===== config.mk =====
export PLATFORM = sky130hd
export DESIGN_NAME = sw_max_tracker
export DESIGN_NICKNAME = d
export VERILOG_FILES = /design/src/rtl/sw_pkg.sv /design/src/rtl/sw_max_tracker.sv
export SDC_FILE = /design/constraint.sdc
export NUM_CORES = 1
export LEC_CHECK = 0
export ABC_AREA = 1
export BUFFER_PORTS_ARGS = -buffer_cell sky130_fd_sc_hd__buf_2
export CAP_MARGIN = 5
export CORE_ASPECT_RATIO = 1.2
export CORE_MARGIN = 5
export CORE_UTILIZATION = 39
export CTS_CLUSTER_SIZE = 16
export DETAILED_ROUTE_END_ITERATION = 6
export SYNTH_ARGS = -nofsm -noshare
export SYNTH_HDL_FRONTEND = slang
export SYNTH_SLANG_ARGS = --single-unit

===== constraint.sdc =====
create_clock -name clk -period 2.5 [get_ports clk]
set_input_delay 0.125 -clock clk [delete_from_list [all_inputs] [get_ports clk]]
set_output_delay 0.125 -clock clk [all_outputs]
set_load 0.005 [all_outputs]

===== src/rtl/sw_pkg.sv =====
// Shared definitions for the Smith-Waterman datapath: tracker FSM states and
// default widths that must agree with the PE chain.
package sw_pkg;

    typedef enum logic [1:0] {
        IDLE   = 2'd0,
        SCAN   = 2'd1,
        REPORT = 2'd2
    } state_t;

    localparam int SCORE_WIDTH_DEF = 10;
    localparam int POS_WIDTH_DEF   = 16;

endpackage


===== src/rtl/sw_max_tracker.sv =====
// Collects the V score stream leaving the last PE: best score, first position
// of that score and a saturating hit count, reported once per reference pass.
module sw_max_tracker
    import sw_pkg::*;
#(
    parameter int SCORE_WIDTH = SCORE_WIDTH_DEF,
    parameter int POS_WIDTH   = POS_WIDTH_DEF
) (
    input  logic                   clk,
    input  logic                   rst,
    input  logic                   stall,
    input  logic                   start,
    input  logic [POS_WIDTH-1:0]   ref_len,
    input  logic [SCORE_WIDTH-1:0] threshold,
    input  logic [SCORE_WIDTH-1:0] V_in,
    input  logic                   init_in,
    output logic [SCORE_WIDTH-1:0] best_score,
    output logic [POS_WIDTH-1:0]   best_pos,
    output logic [POS_WIDTH-1:0]   hit_count,
    output logic                   result_valid,
    input  logic                   result_ready,
    output logic                   busy
);

    state_t                 state_reg;
    state_t                 state_next;
    logic [SCORE_WIDTH-1:0] r_best_score;
    logic [POS_WIDTH-1:0]   r_best_pos;
    logic [POS_WIDTH-1:0]   r_hit_count;
    logic [POS_WIDTH-1:0]   r_pos_cnt;
    logic [POS_WIDTH-1:0]   r_ref_len;
    logic [SCORE_WIDTH-1:0] r_threshold;

    logic w_cell_valid;
    logic w_last_cell;
    logic w_new_best;
    logic w_hit;
    logic w_hit_full;

    // A start on the same cycle wins over any cell, so that cell is dropped.
    assign w_cell_valid = init_in && !stall && !start && (state_reg == SCAN);
    assign w_last_cell  = (r_pos_cnt == r_ref_len - POS_WIDTH'(1));
    assign w_new_best   = $signed(V_in) > $signed(r_best_score);
    assign w_hit        = $signed(V_in) >= $signed(r_threshold);
    assign w_hit_full   = &r_hit_count;

    always_ff @(posedge clk) begin
        if (rst) begin
            state_reg <= IDLE;
        end else begin
            state_reg <= state_next;
        end
    end

    always_comb begin
        state_next = state_reg;
        if (!stall) begin
            if (start) begin
                state_next = (ref_len == '0) ? REPORT : SCAN;
            end else begin
                case (state_reg)
                    SCAN: begin
                        if (w_cell_valid && w_last_cell) begin
                            state_next = REPORT;
                        end
                    end
                    REPORT: begin
                        if (result_ready) begin
                            state_next = IDLE;
                        end
                    end
                    default: state_next = state_reg;
                endcase
            end
        end
    end

    always_ff @(posedge clk) begin
        if (rst) begin
            r_best_score <= '0;
            r_best_pos   <= '0;
            r_hit_count  <= '0;
            r_pos_cnt    <= '0;
            r_ref_len    <= '0;
            r_threshold  <= '0;
        end else if (!stall) begin
            if (start) begin
                r_best_score <= '0;
                r_best_pos   <= '0;
                r_hit_count  <= '0;
                r_pos_cnt    <= '0;
                r_ref_len    <= ref_len;
                r_threshold  <= threshold;
            end else if (w_cell_valid) begin
                // Strict compare keeps the earliest position on ties.
                if (w_new_best) begin
                    r_best_score <= V_in;
                    r_best_pos   <= r_pos_cnt;
                end
                if (w_hit && !w_hit_full) begin
                    r_hit_count <= r_hit_count + POS_WIDTH'(1);
                end
                r_pos_cnt <= r_pos_cnt + POS_WIDTH'(1);
            end
        end
    end

    assign best_score   = r_best_score;
    assign best_pos     = r_best_pos;
    assign hit_count    = r_hit_count;
    assign result_valid = (state_reg == REPORT);
    assign busy         = (state_reg == SCAN);

endmodule


Word level (Yosys, flattened, before mapping)
Index checks and enable logic that the tools add are counted.
W data, S select, Z words.

word-level totals
  bits in writable memories = 0
  output and inout port bits = 44
  register bits = 86
  bits in latches = 0
  bits in read-only memories = 0
  memories = 0
  word-level logic and storage cells = 53

cells by class
  div/mod/pow operators = 0
  reduce and logical (&&, ||, !) cells = 19
  add/sub/neg operators = 3
  bitwise operators = 1
  order comparisons = 2
  equality and inequality tests = 5
  multiplexer cells = 16
  multipliers = 0
  shifts and indexed selects = 0

operators with widths
  cell                     count
  $mux W16                 8
  $add A16 B1 Y16 const B  2
  $mux W10                 3
  $eq A16 B16 Y1           1
  $logic_not A16 Y1        1
  $reduce_and A16 Y1       1
  $sub A16 B1 Y16 const B  1
  $ge A10 B10 Y1           1
  $gt A10 B10 Y1           1
  $mux W2                  4
  $ne A3 B2 Y1 const B     2
  $reduce_and A3 Y1        2
  $reduce_bool A2 Y1       3
  $logic_and A1 B1 Y1      5
  $pmux W2 S2              1
  $reduce_and A2 Y1        2
  $reduce_and A4 Y1        1
  $logic_not A1 Y1         3
  $reduce_bool A3 Y1       1
  $eq A2 B1 Y1 const B     1
  $eq A2 B2 Y1 const B     1
  $not A1 Y1               1

Longest topological paths before layout
  depth in word-level cells = 8
  depth in mapped cells = 17
  mapped depth without buffers = 17

Least setup slack after synthesis
OpenSTA, ideal clock, no wires.

  path type = reg2reg
  start = register r_threshold[9]
  end = register r_hit_count[10], in the netlist hit_count[10]
  required time = 2368 ps
  period minus slack after synthesis = 1886 ps
  path buffers = 1
  arrival = 1754 ps
  slack = 614 ps
  setup time = 132 ps
  stages on the path, launching flop included = 14
  path through = dfxtp_1 -> inv_1 -> ha_1 -> nand2_1 -> nor2_1 -> o211ai_1 -> nand3_1 -> xor2_1 -> nand2_1 -> nand2_2 -> nand2_2 -> buf_2 -> nand2_1 -> a21oi_1

on the way
  longest elaborated chain between the ends = 4

ends and longest elaborated chain
  item                                 RTL line               source
  from (decl)                          sw_max_tracker.sv:32   logic [SCORE_WIDTH-1:0] r_threshold;
  from (signal assigned)               sw_max_tracker.sv:93   r_threshold <= threshold;
  $ge A10 B10 Y1                       sw_max_tracker.sv:44   assign w_hit = $signed(V_in) >= $signed(r_threshold);
  $logic_and A1 B1 Y1                  sw_max_tracker.sv:100  if (w_hit && !w_hit_full) begin
  $reduce_bool A2 Y1 (no source line)  -
  $reduce_and A3 Y1 (no source line)   -
  to (signal assigned)                 sw_max_tracker.sv:101  r_hit_count <= r_hit_count + POS_WIDTH'(1);
  to (decl)                            sw_max_tracker.sv:29   logic [POS_WIDTH-1:0] r_hit_count;

Every way passes these cells.
A chain may end at the register's enable or synchronous reset.

Worst setup path after layout
  start = register state_reg[0]
  end = register r_best_pos[1], in the netlist best_pos[1]

on the way
  longest elaborated chain between the ends = 4

ends and longest elaborated chain
  item                                 RTL line              source
  from (decl)                          sw_max_tracker.sv:25  state_t state_reg;
  from (signal assigned)               sw_max_tracker.sv:51  state_reg <= state_next;
  $eq A2 B1 Y1                         sw_max_tracker.sv:41  assign w_cell_valid = init_in && !stall && !start && (state_reg == SCAN);
  $logic_and A1 B1 Y1                  sw_max_tracker.sv:41
  $reduce_bool A2 Y1 (no source line)  -
  $reduce_and A3 Y1 (no source line)   -
  to (signal assigned)                 sw_max_tracker.sv:98  r_best_pos <= r_pos_cnt;
  to (decl)                            sw_max_tracker.sv:28  logic [POS_WIDTH-1:0] r_best_pos;

Every way passes these cells.

==> impl_metrics.tcl <==
set metrics [dict create \
    status "finished clean" \
    p_int_uw 2390 \
    synth.top_cell.area_share_pct 34.6 \
    cts_tree "built" \
    critPathLaunch "state_reg[0]" \
    grt_max_degree 88 \
    io_pins 86 \
    p_clk_share_pct 42.0 \
    slowest_delay_ns 0.50 \
    synth-xor-area-share_pct 4.58 \
    grt_pass1_wl_mm 24.2 \
    peakVddDrop_uv 305 \
    crit_chain "inv_1 -> nor2_1 -> nand3_2 -> nand2_8 -> inv_4 -> a221oi_4 -> nand2_4 -> nand3_1 -> a21oi_1" \
    switching_power_uw 961 \
    synth.distinct_cells 37 \
    antenna_found_initial 0 \
    first_pass_iters 5 \
    holdBufCountCts 0 \
    period_share_pct 91.0 \
    dpl_cell_area_um2 5530 \
    drc 0 \
    seq_power_share_pct 42.9 \
    drt_iter0_drc 340 \
    viasPerCell 5.34 \
    powerDensity_nw_per_um2 573 \
    synthCells 724 \
    arrival_ns 2.49 \
    cts_buffer_depth 2 \
    grt_overflow 0 \
    yosysSeqAreaShare_pct 34.6 \
    worstSetupEndpointType "flip-flop" \
    dp_hpwl_mm 11.1 \
    post_cts_resized 0 \
    crit_buf_inv 2 \
    cts.htree.levels 3 \
    antenna_left 0 \
    wl_mm 14.8 \
    cpMaxStageDelayCell "a221oi_4" \
    muxShareOfSynthArea_pct 0 \
    clk_pin_slew_worst_paths_ns 0.07 \
    wl_per_cell_um 15.4 \
    avgSynthCellArea_um2 6.86 \
    start_kind "flip-flop" \
    fill_cells 1336 \
    cts_sinks 86 \
    worst_pin_slew_ns 0.786 \
    p_leak_uw 0.00244 \
    tns_ns 0 \
    clock.fmax_ghz 0.440 \
    timing.final.ws_setup_ns 0.226 \
    synthSimpleGateAreaFrac_pct 32.1 \
    core_area_um2 12600 \
    initial_utilization_pct 39.6 \
    ys_seq_elements 86 \
    layout-drive-gt1-share_pct 15.2 \
    die_area_um2 15100 \
    num_antenna_cells 0 \
    clk_latency_ns 0.35 \
    yosys-top-cells-area "dfxtp_1 (35%), nand2_1 (9.8%), a21oi_1 (8.3%), nand3_1 (6.8%), nor2_1 (6.6%)" \
    synth_top_family_by_area "simple AND/OR/NAND/NOR gates" \
    synthToLayoutAreaGrowth_pct 17.5 \
    path_class "flip-flop to flip-flop" \
    die_h_um 134 \
    worst-endpoint-required_ns 2.72 \
    final_common_cell "nand2_1" \
    dp_slack_ns 0.132 \
    clockRootBuffer "clkbuf_16" \
    hold_viol_final 0 \
    yosysWarningCount 0 \
    yosysTopAreaCell "dfxtp_1" \
    p_comb_share_pct 15.1 \
    grt_usage_pct 19.7 \
    slew_viol_final 0 \
    die_x_um 113 \
    grt_pass1_vias 4986 \
    final_cell_mix "nand2_1 (129), nor2_1 (88), dfxtp_1 (86), buf_2 (85), a21oi_1 (82)" \
    maxCapViolations 0 \
    p_sw_share_pct 28.7 \
    min_period_ns 2.27 \
    fin_skew_ns 0.0106 \
    synth-compound-area-share_pct 14.1 \
    syn_nets 789 \
    slew_headroom_pct 47.5 \
    nets 862 \
    post_cts_buffers 0 \
    rows 45 \
    min_from "threshold[4]" \
    stdcell_area_um2 5840 \
    gp_congestion 0.915 \
    io_buffers 85 \
    critical_path.max_fanout 26 \
    timing.rr.start "state_reg[0]" \
    synthesis.area_um2 4970 \
    min_path_type "input pin to flip-flop" \
    setup_viol 0 \
    cts_made_buffers 9 \
    worst_path_dominant_cell_family "simple AND/OR/NAND/NOR gates" \
    vias 5158 \
    rsz0062_at_grt "no" \
    synth_fa_ha_area_share_pct 5.79 \
]
worst register-to-register path, cell delays in order (launching register included):
cell      delay [ns]
dfxtp_1         0.33
inv_1           0.06
nor2_1          0.23
nand3_2         0.25
nand2_8         0.15
inv_4           0.07
a221oi_4        0.50
nand2_4         0.33
nand3_1         0.16
a21oi_1         0.08
metrics by stage:
stage	util [%]	hold WS, ns	instances	power [uW]
2_1_floorplan	-	0.292	724	1810
4_1_cts	46.5	0.0616	966	3370
5_1_grt	46.5	0.0834	966	3490
3_3_place_gp	44.0	0.402	950	1960
3_5_place_dp	44.0	0.415	950	1970
6_report	46.5	0.0671	966	3350
synthesized netlist by cell type:
cell type and count:
nand3b_1 4, ha_1 23, inv_2 1, nand2_2 2
buf_2 8, buf_4 1, xor2_1 13, nor2_1 88
o21bai_1 1, dfxtp_1 86, a41oi_1 1, nand2_8 1
inv_4 1, a21boi_0 1, xnor2_1 13, nand3_1 68
o21a_1 1, a211oi_1 2, nor3_1 15, buf_1 4
o21ai_0 37, nand3_2 1, inv_1 70, o21ai_1 1
a31oi_1 1, nand2_1 130, clkbuf_1 17, buf_6 3
nand2_4 1, o211ai_1 1, a21oi_1 82, nor3b_1 3
a41oi_2 1, nand4_1 34, a221oi_4 1, or2_1 2
nor4_1 5
area by class of cell:
class	instances	area (um^2)	area share (%)
clock inverter	6	70.1	1.20
tap	164	205	3.51
inverter	72	273	4.67
sequential	86	1720	29.5
multi-input combinational	533	2820	48.3
clock buffer	10	239	4.09
timing repair buffer	95	513	8.79
routing by layer:
metal,vias to the layer above,GRT usage [%],share of wire (%)
met5,-,0,0
met4,0,7.35,2.5
met3,27,3.27,4.9
met2,142,34.1,49
met1,2410,24.4,43
li1,2579,-,-
worst paths after layout:
kind,endpoint,slack [ns],cells after the start
worst max-delay path,best_pos[1],0.23,9
worst min-delay path,r_threshold[4],0.07,3
worst min register to register,r_threshold[8],0.47,2
worst max register to register,best_pos[1],0.23,9
power by group through the flow:
stage | Combinational (uW) | Clock, uW | Sequential (uW)
after floorplan | 349 | 0 | 1460
after global placement | 488 | 0 | 1470
after detailed placement | 504 | 0 | 1470
after CTS | 507 | 1420 | 1440
after global routing | 576 | 1480 | 1440
final | 505 | 1410 | 1440
cells by family after synthesis:
kind of cell               Yosys count
and+or+nand+nor                    354
AOI/OAI and AO/OA                  130
buffers and inverters              105
DFF                                 86
xor gates and xnor gates            26
adders and majority gates           23
(Power assumes the default switching activity.)
